<file path="src/rtl/btn_conditioner.sv">
// Push-button front end: two-flop synchroniser, per-bit debounce, one-cycle
// press strobes with optional auto-repeat. Every output comes from a flop.
module btn_conditioner #(
  parameter int                 NUM_BTN         = 5,
  parameter int                 DEBOUNCE_CYCLES = 1_000_000,
  parameter int                 REPEAT_DELAY    = 25_000_000,
  parameter int                 REPEAT_RATE     = 5_000_000,
  parameter logic [NUM_BTN-1:0] REPEAT_MASK     = 5'b01111
) (
  input  logic               clk,
  input  logic               rst_n,
  input  logic [NUM_BTN-1:0] btn_raw,
  output logic [NUM_BTN-1:0] btn_level,
  output logic [NUM_BTN-1:0] btn_pulse,
  output logic               any_press
);

  localparam int DB_W    = $clog2(DEBOUNCE_CYCLES);
  localparam int RPT_MAX = (REPEAT_DELAY > REPEAT_RATE) ? REPEAT_DELAY : REPEAT_RATE;
  localparam int RPT_W   = $clog2(RPT_MAX);

  localparam logic [DB_W-1:0]  DB_LAST    = DB_W'(DEBOUNCE_CYCLES - 1);
  localparam logic [RPT_W-1:0] DELAY_LAST = RPT_W'(REPEAT_DELAY - 1);
  localparam logic [RPT_W-1:0] RATE_LAST  = RPT_W'(REPEAT_RATE - 1);

  logic [NUM_BTN-1:0] s1_q, s2_q;
  logic [NUM_BTN-1:0] stable_q, stable_d;
  logic [NUM_BTN-1:0] pulse_q, pulse_d;
  logic [NUM_BTN-1:0] fast_q, fast_d;
  logic               any_q, any_d;
  logic [DB_W-1:0]    db_cnt_q  [NUM_BTN];
  logic [DB_W-1:0]    db_cnt_d  [NUM_BTN];
  logic [RPT_W-1:0]   rpt_cnt_q [NUM_BTN];
  logic [RPT_W-1:0]   rpt_cnt_d [NUM_BTN];

  always_comb begin
    stable_d = stable_q;
    pulse_d  = '0;
    fast_d   = '0;
    for (int i = 0; i < NUM_BTN; i++) begin
      db_cnt_d[i]  = '0;
      rpt_cnt_d[i] = '0;
      if (s2_q[i] != stable_q[i]) begin
        if (db_cnt_q[i] == DB_LAST) stable_d[i] = s2_q[i];
        else                        db_cnt_d[i] = db_cnt_q[i] + DB_W'(1);
      end
      // fast_q marks that the first (long) repeat interval has already elapsed
      if (stable_d[i] && !stable_q[i]) begin
        pulse_d[i] = 1'b1;
      end else if (REPEAT_MASK[i] && stable_q[i] && stable_d[i]) begin
        fast_d[i] = fast_q[i];
        if ((!fast_q[i] && rpt_cnt_q[i] == DELAY_LAST) ||
            ( fast_q[i] && rpt_cnt_q[i] == RATE_LAST)) begin
          pulse_d[i] = 1'b1;
          fast_d[i]  = 1'b1;
        end else begin
          rpt_cnt_d[i] = rpt_cnt_q[i] + RPT_W'(1);
        end
      end
    end
    any_d = |pulse_d;
  end

  always_ff @(posedge clk or negedge rst_n) begin
    if (!rst_n) begin
      s1_q     <= '0;
      s2_q     <= '0;
      stable_q <= '0;
      pulse_q  <= '0;
      fast_q   <= '0;
      any_q    <= 1'b0;
      for (int i = 0; i < NUM_BTN; i++) begin
        db_cnt_q[i]  <= '0;
        rpt_cnt_q[i] <= '0;
      end
    end else begin
      s1_q     <= btn_raw;
      s2_q     <= s1_q;
      stable_q <= stable_d;
      pulse_q  <= pulse_d;
      fast_q   <= fast_d;
      any_q    <= any_d;
      for (int i = 0; i < NUM_BTN; i++) begin
        db_cnt_q[i]  <= db_cnt_d[i];
        rpt_cnt_q[i] <= rpt_cnt_d[i];
      end
    end
  end

  assign btn_level = stable_q;
  assign btn_pulse = pulse_q;
  assign any_press = any_q;

endmodule
</file>
<file path="config.mk">
export PLATFORM = sky130hd
export DESIGN_NAME = btn_conditioner
export DESIGN_NICKNAME = d
export VERILOG_FILES = /design/src/rtl/btn_conditioner.sv
export SDC_FILE = /design/constraint.sdc
export NUM_CORES = 1
export LEC_CHECK = 0
export CORE_ASPECT_RATIO = 1.75
export CORE_UTILIZATION = 50
export CTS_CLUSTER_DIAMETER = 120
export CTS_CLUSTER_SIZE = 20
export DETAILED_ROUTE_END_ITERATION = 6
export PLACE_DENSITY = 0.66
export SLEW_MARGIN = 0
export SYNTH_ARGS = -nofsm -noshare
export SYNTH_HDL_FRONTEND = slang
export SYNTH_SLANG_ARGS = --single-unit
</file>
<file path="constraint.sdc">
create_clock -name clk -period 2.5 [get_ports clk]
set_input_delay 0.375 -clock clk [delete_from_list [all_inputs] [get_ports clk]]
set_output_delay 0.375 -clock clk [all_outputs]
set_load 0.02 [all_outputs]
</file>
==> metrics <==
status=finished with violations; failing checks=DRC; post-route cell area=11600 um2; Ports=18; Die Area=21600 um2; crit path kind=flip-flop to flip-flop; grt ovf=0; chip width=about 110 um; standard-cell row count=69; Top FF cell, synth=dfrtp_1; Min Hold Slack=about 0.33 ns; RSZ-0062 raised after global routing=no; number of DRC markers in iteration 0=325; critical-path maximum fanout=4; WP data arrival=2.67 ns; drt wl/cell=14.5 um; Ys Warns=0; clock skew=0.0206 ns; cell-internal power=4.80 mW; Routed WL=19.5 mm; Post-layout nets=1110; fin. max-slew vios=0; fraction of layout cells with a size suffix above 1=0.0485; max_slew headroom=0.589; Worst Path Required=2.85 ns; Setup crit end kind=flip-flop; area grow syn2layout=9.95%; final setup violation count=0; RR Endpoint=any_press$_DFF_PN0_; register area share after synthesis=0.535; reg2reg setup slack=0.18 ns; post-layout util=0.565; critical path launch point type=flip-flop; Seq pwr share=0.603; power share of the combinational group=0.026; TritonCTS clock tree=built; htree depth=1; Final Wtd Congestion=0.796; 1st-pass router iterations=7; pin count of the biggest net entering global routing=a little over 70; pwr dens=529 nW/um2; Seq cells post-synth=225; final hold violation count=0; worst-margin pin slew=a little over 0.6 ns; antenna viol nets, final=0; final non-filler cell total=1341; worst r2r path cells=7; Cell Area, Synth=10500 um2; Hold EP=s1_q[4]$_DFF_PN0_; postcts setup bufs=0; switching share of total power=0.216; DRC Markers=1; Clock Tree Buf Depth=3; post-synth net total=1074; period utilization=0.930; vias in the first global route=about 7600; Cells after Synth=1058; n_diodes=0; initial antenna violation count=0; Post-Place Cells=1324; total CTS buffers=15; Tmin final=2.32 ns; Clock Tree Root=clkbuf_16; Async SR Flop Fraction=1.00; final worst setup slack=0.176 ns; first-pass GRT wire length=between 30 and 40 mm; latest clock arrival within the worst-skew pair=between 0.4 and 0.5 ns; CORE AREA=20500 um2; count of different cell masters after synthesis=50; Min-Delay Path Class=input port to flip-flop; CTS clock-pin slew for the worst setup and hold paths=0.08 ns; GRT Util Overall=0.192; sw power=1.32 mW; reg2reg start=db_cnt_q[60]$_DFF_PN0_; clock power share=0.371; setup_tns=0 ns; die height=194 um; Post-synth EDFFs=0; Hold Startpoint=btn_raw[4]; Max-Cap Viols=0; Pleak=approximately 4.8 nW; Via density=5.46; placed cell area=approximately 11000 um2; fmax=430 MHz; Total Power Consumption=6.12 mW; IO Port Bufs=17; syn avg cell area=9.94 um2; Hold Crit Depth=1; worst slack, placed=around 0.12 ns; HPWL Detailed=13.4 mm; Initial Util=0.514; Via Count=7319; worst vdd ir=526 uV; Sink Count=~230
[worst max path at each step]
stage / slack (ns) / startpoint / to
after global routing: 0.04 / db_cnt_q[87]$_DFF_PN0_ / any_press$_DFF_PN0_
after global placement: 0.15 / rpt_cnt_q[70]$_DFF_PN0_ / any_press$_DFF_PN0_
after CTS: 0.09 / rpt_cnt_q[70]$_DFF_PN0_ / any_press$_DFF_PN0_
after detailed placement: 0.12 / rpt_cnt_q[70]$_DFF_PN0_ / any_press$_DFF_PN0_
after floorplan: 0.23 / db_cnt_q[87]$_DFF_PN0_ / any_press$_DFF_PN0_
final: 0.18 / db_cnt_q[60]$_DFF_PN0_ / any_press$_DFF_PN0_
[cell type report]
type	count	area [um2]
Clock buffer	15	375
Clock inverter	1	16.3
Fill cell	1802	8890
Inverter	26	97.6
Multi-Input combinational cell	786	4710
Sequential cell	225	5630
Tap cell	248	310
Timing Repair Buffer	40	425
[worst max-delay path: stages (launching register included)]
cell,delay [ns]
dfrtp_1,0.40
ha_1,0.22
nand2_1,0.05
or2_2,0.31
or3_1,0.41
mux2i_1,0.23
a21oi_1,0.11
or4b_1,0.47
[repair_timing]
item                                   CTS  global route
setup endpoints to repair                0            25
hold buffers                             1             0
endpoints found under the hold margin   66             0
gates resized for setup                  0             3
[registers in the layout, summed over array words and instances (netlist names)]
signal     flops
db_cnt_q     100
rpt_cnt_q    100
btn_level      5
btn_pulse      5
s1_q           5
s2_q           5
fast_q         4
any_press      1
[synthesized netlist by cell type (2+ instances only)]
cell,n,area [um2]
dfrtp_1,225,5630
a211oi_1,2,15.0
inv_1,26,97.6
and4b_1,2,20.0
or2_2,4,25.0
nor2b_1,3,18.8
nand2b_1,7,43.8
nor4b_1,8,70.1
nand3_1,85,425
and3_1,34,213
a21oi_1,8,40.0
nand2_1,65,244
buf_1,2,7.51
or3_1,6,37.5
or4b_1,3,30.0
nor4bb_1,5,50.1
clkbuf_1,10,37.5
buf_2,8,40.0
nand4b_1,2,17.5
nor4_1,16,100
o21ai_0,8,40.0
nor3_1,19,95.1
and4_1,12,105
mux2i_1,2,20.0
nor2_1,242,908
and2_1,6,37.5
xor2_1,106,928
ha_1,9,113
nand4_1,31,194
nand4bb_1,2,22.5
or4_1,5,37.5
xnor2_1,77,674
[per-layer routing]
layer	GRT usage	part of all wire	vias to the layer above
met5	0	0	-
met4	0.0691	0.026	0
met3	0.0194	0.019	34
met2	0.355	0.53	60
met1	0.227	0.42	3619
li1	-	-	3606
[power by group through the flow]
stage | clock network [mW] | logic, mW | registers [mW]
finish | 2.27 | 0.161 | 3.69
global route | 2.49 | 0.191 | 3.70
CTS | 2.37 | 0.170 | 3.69
detailed placement | 0 | 0.169 | 3.76
global placement | 0 | 0.167 | 3.76
floorplan | 0 | 0.0520 | 3.76
[placed cells by master (no fill, tap or decap), types with 9 or more instances in the layout]
| cell type | count |
|---|---|
| and4_1 | 12 |
| nor3_1 | 18 |
| ha_1 | 9 |
| nor4_1 | 15 |
| xnor2_1 | 77 |
| and3_1 | 34 |
| clkdlybuf4s50_1 | 16 |
| dfrtp_1 | 225 |
| nor2_1 | 242 |
| clkbuf_16 | 15 |
| xor2_1 | 106 |
| inv_1 | 26 |
| nand3_1 | 85 |
| nand4_1 | 31 |
| nand2_1 | 65 |
| buf_4 | 16 |
[logic make-up after synthesis]
| group | after synthesis | share of synthesized area |
|---|---|---|
| flip-flops | 225 | 0.535 |
| buffers and inverters | 47 | 0.0184 |
| multiplexers | 4 | 0.00511 |
| AO/OA/AOI/OAI | 25 | 0.0144 |
| XOR/XNOR | 183 | 0.152 |
| AND/OR/NAND/NOR | 565 | 0.264 |
| adder cells (fa/ha/maj) | 9 | 0.0107 |
No activity file was read; power rests on OpenSTA's default activity.
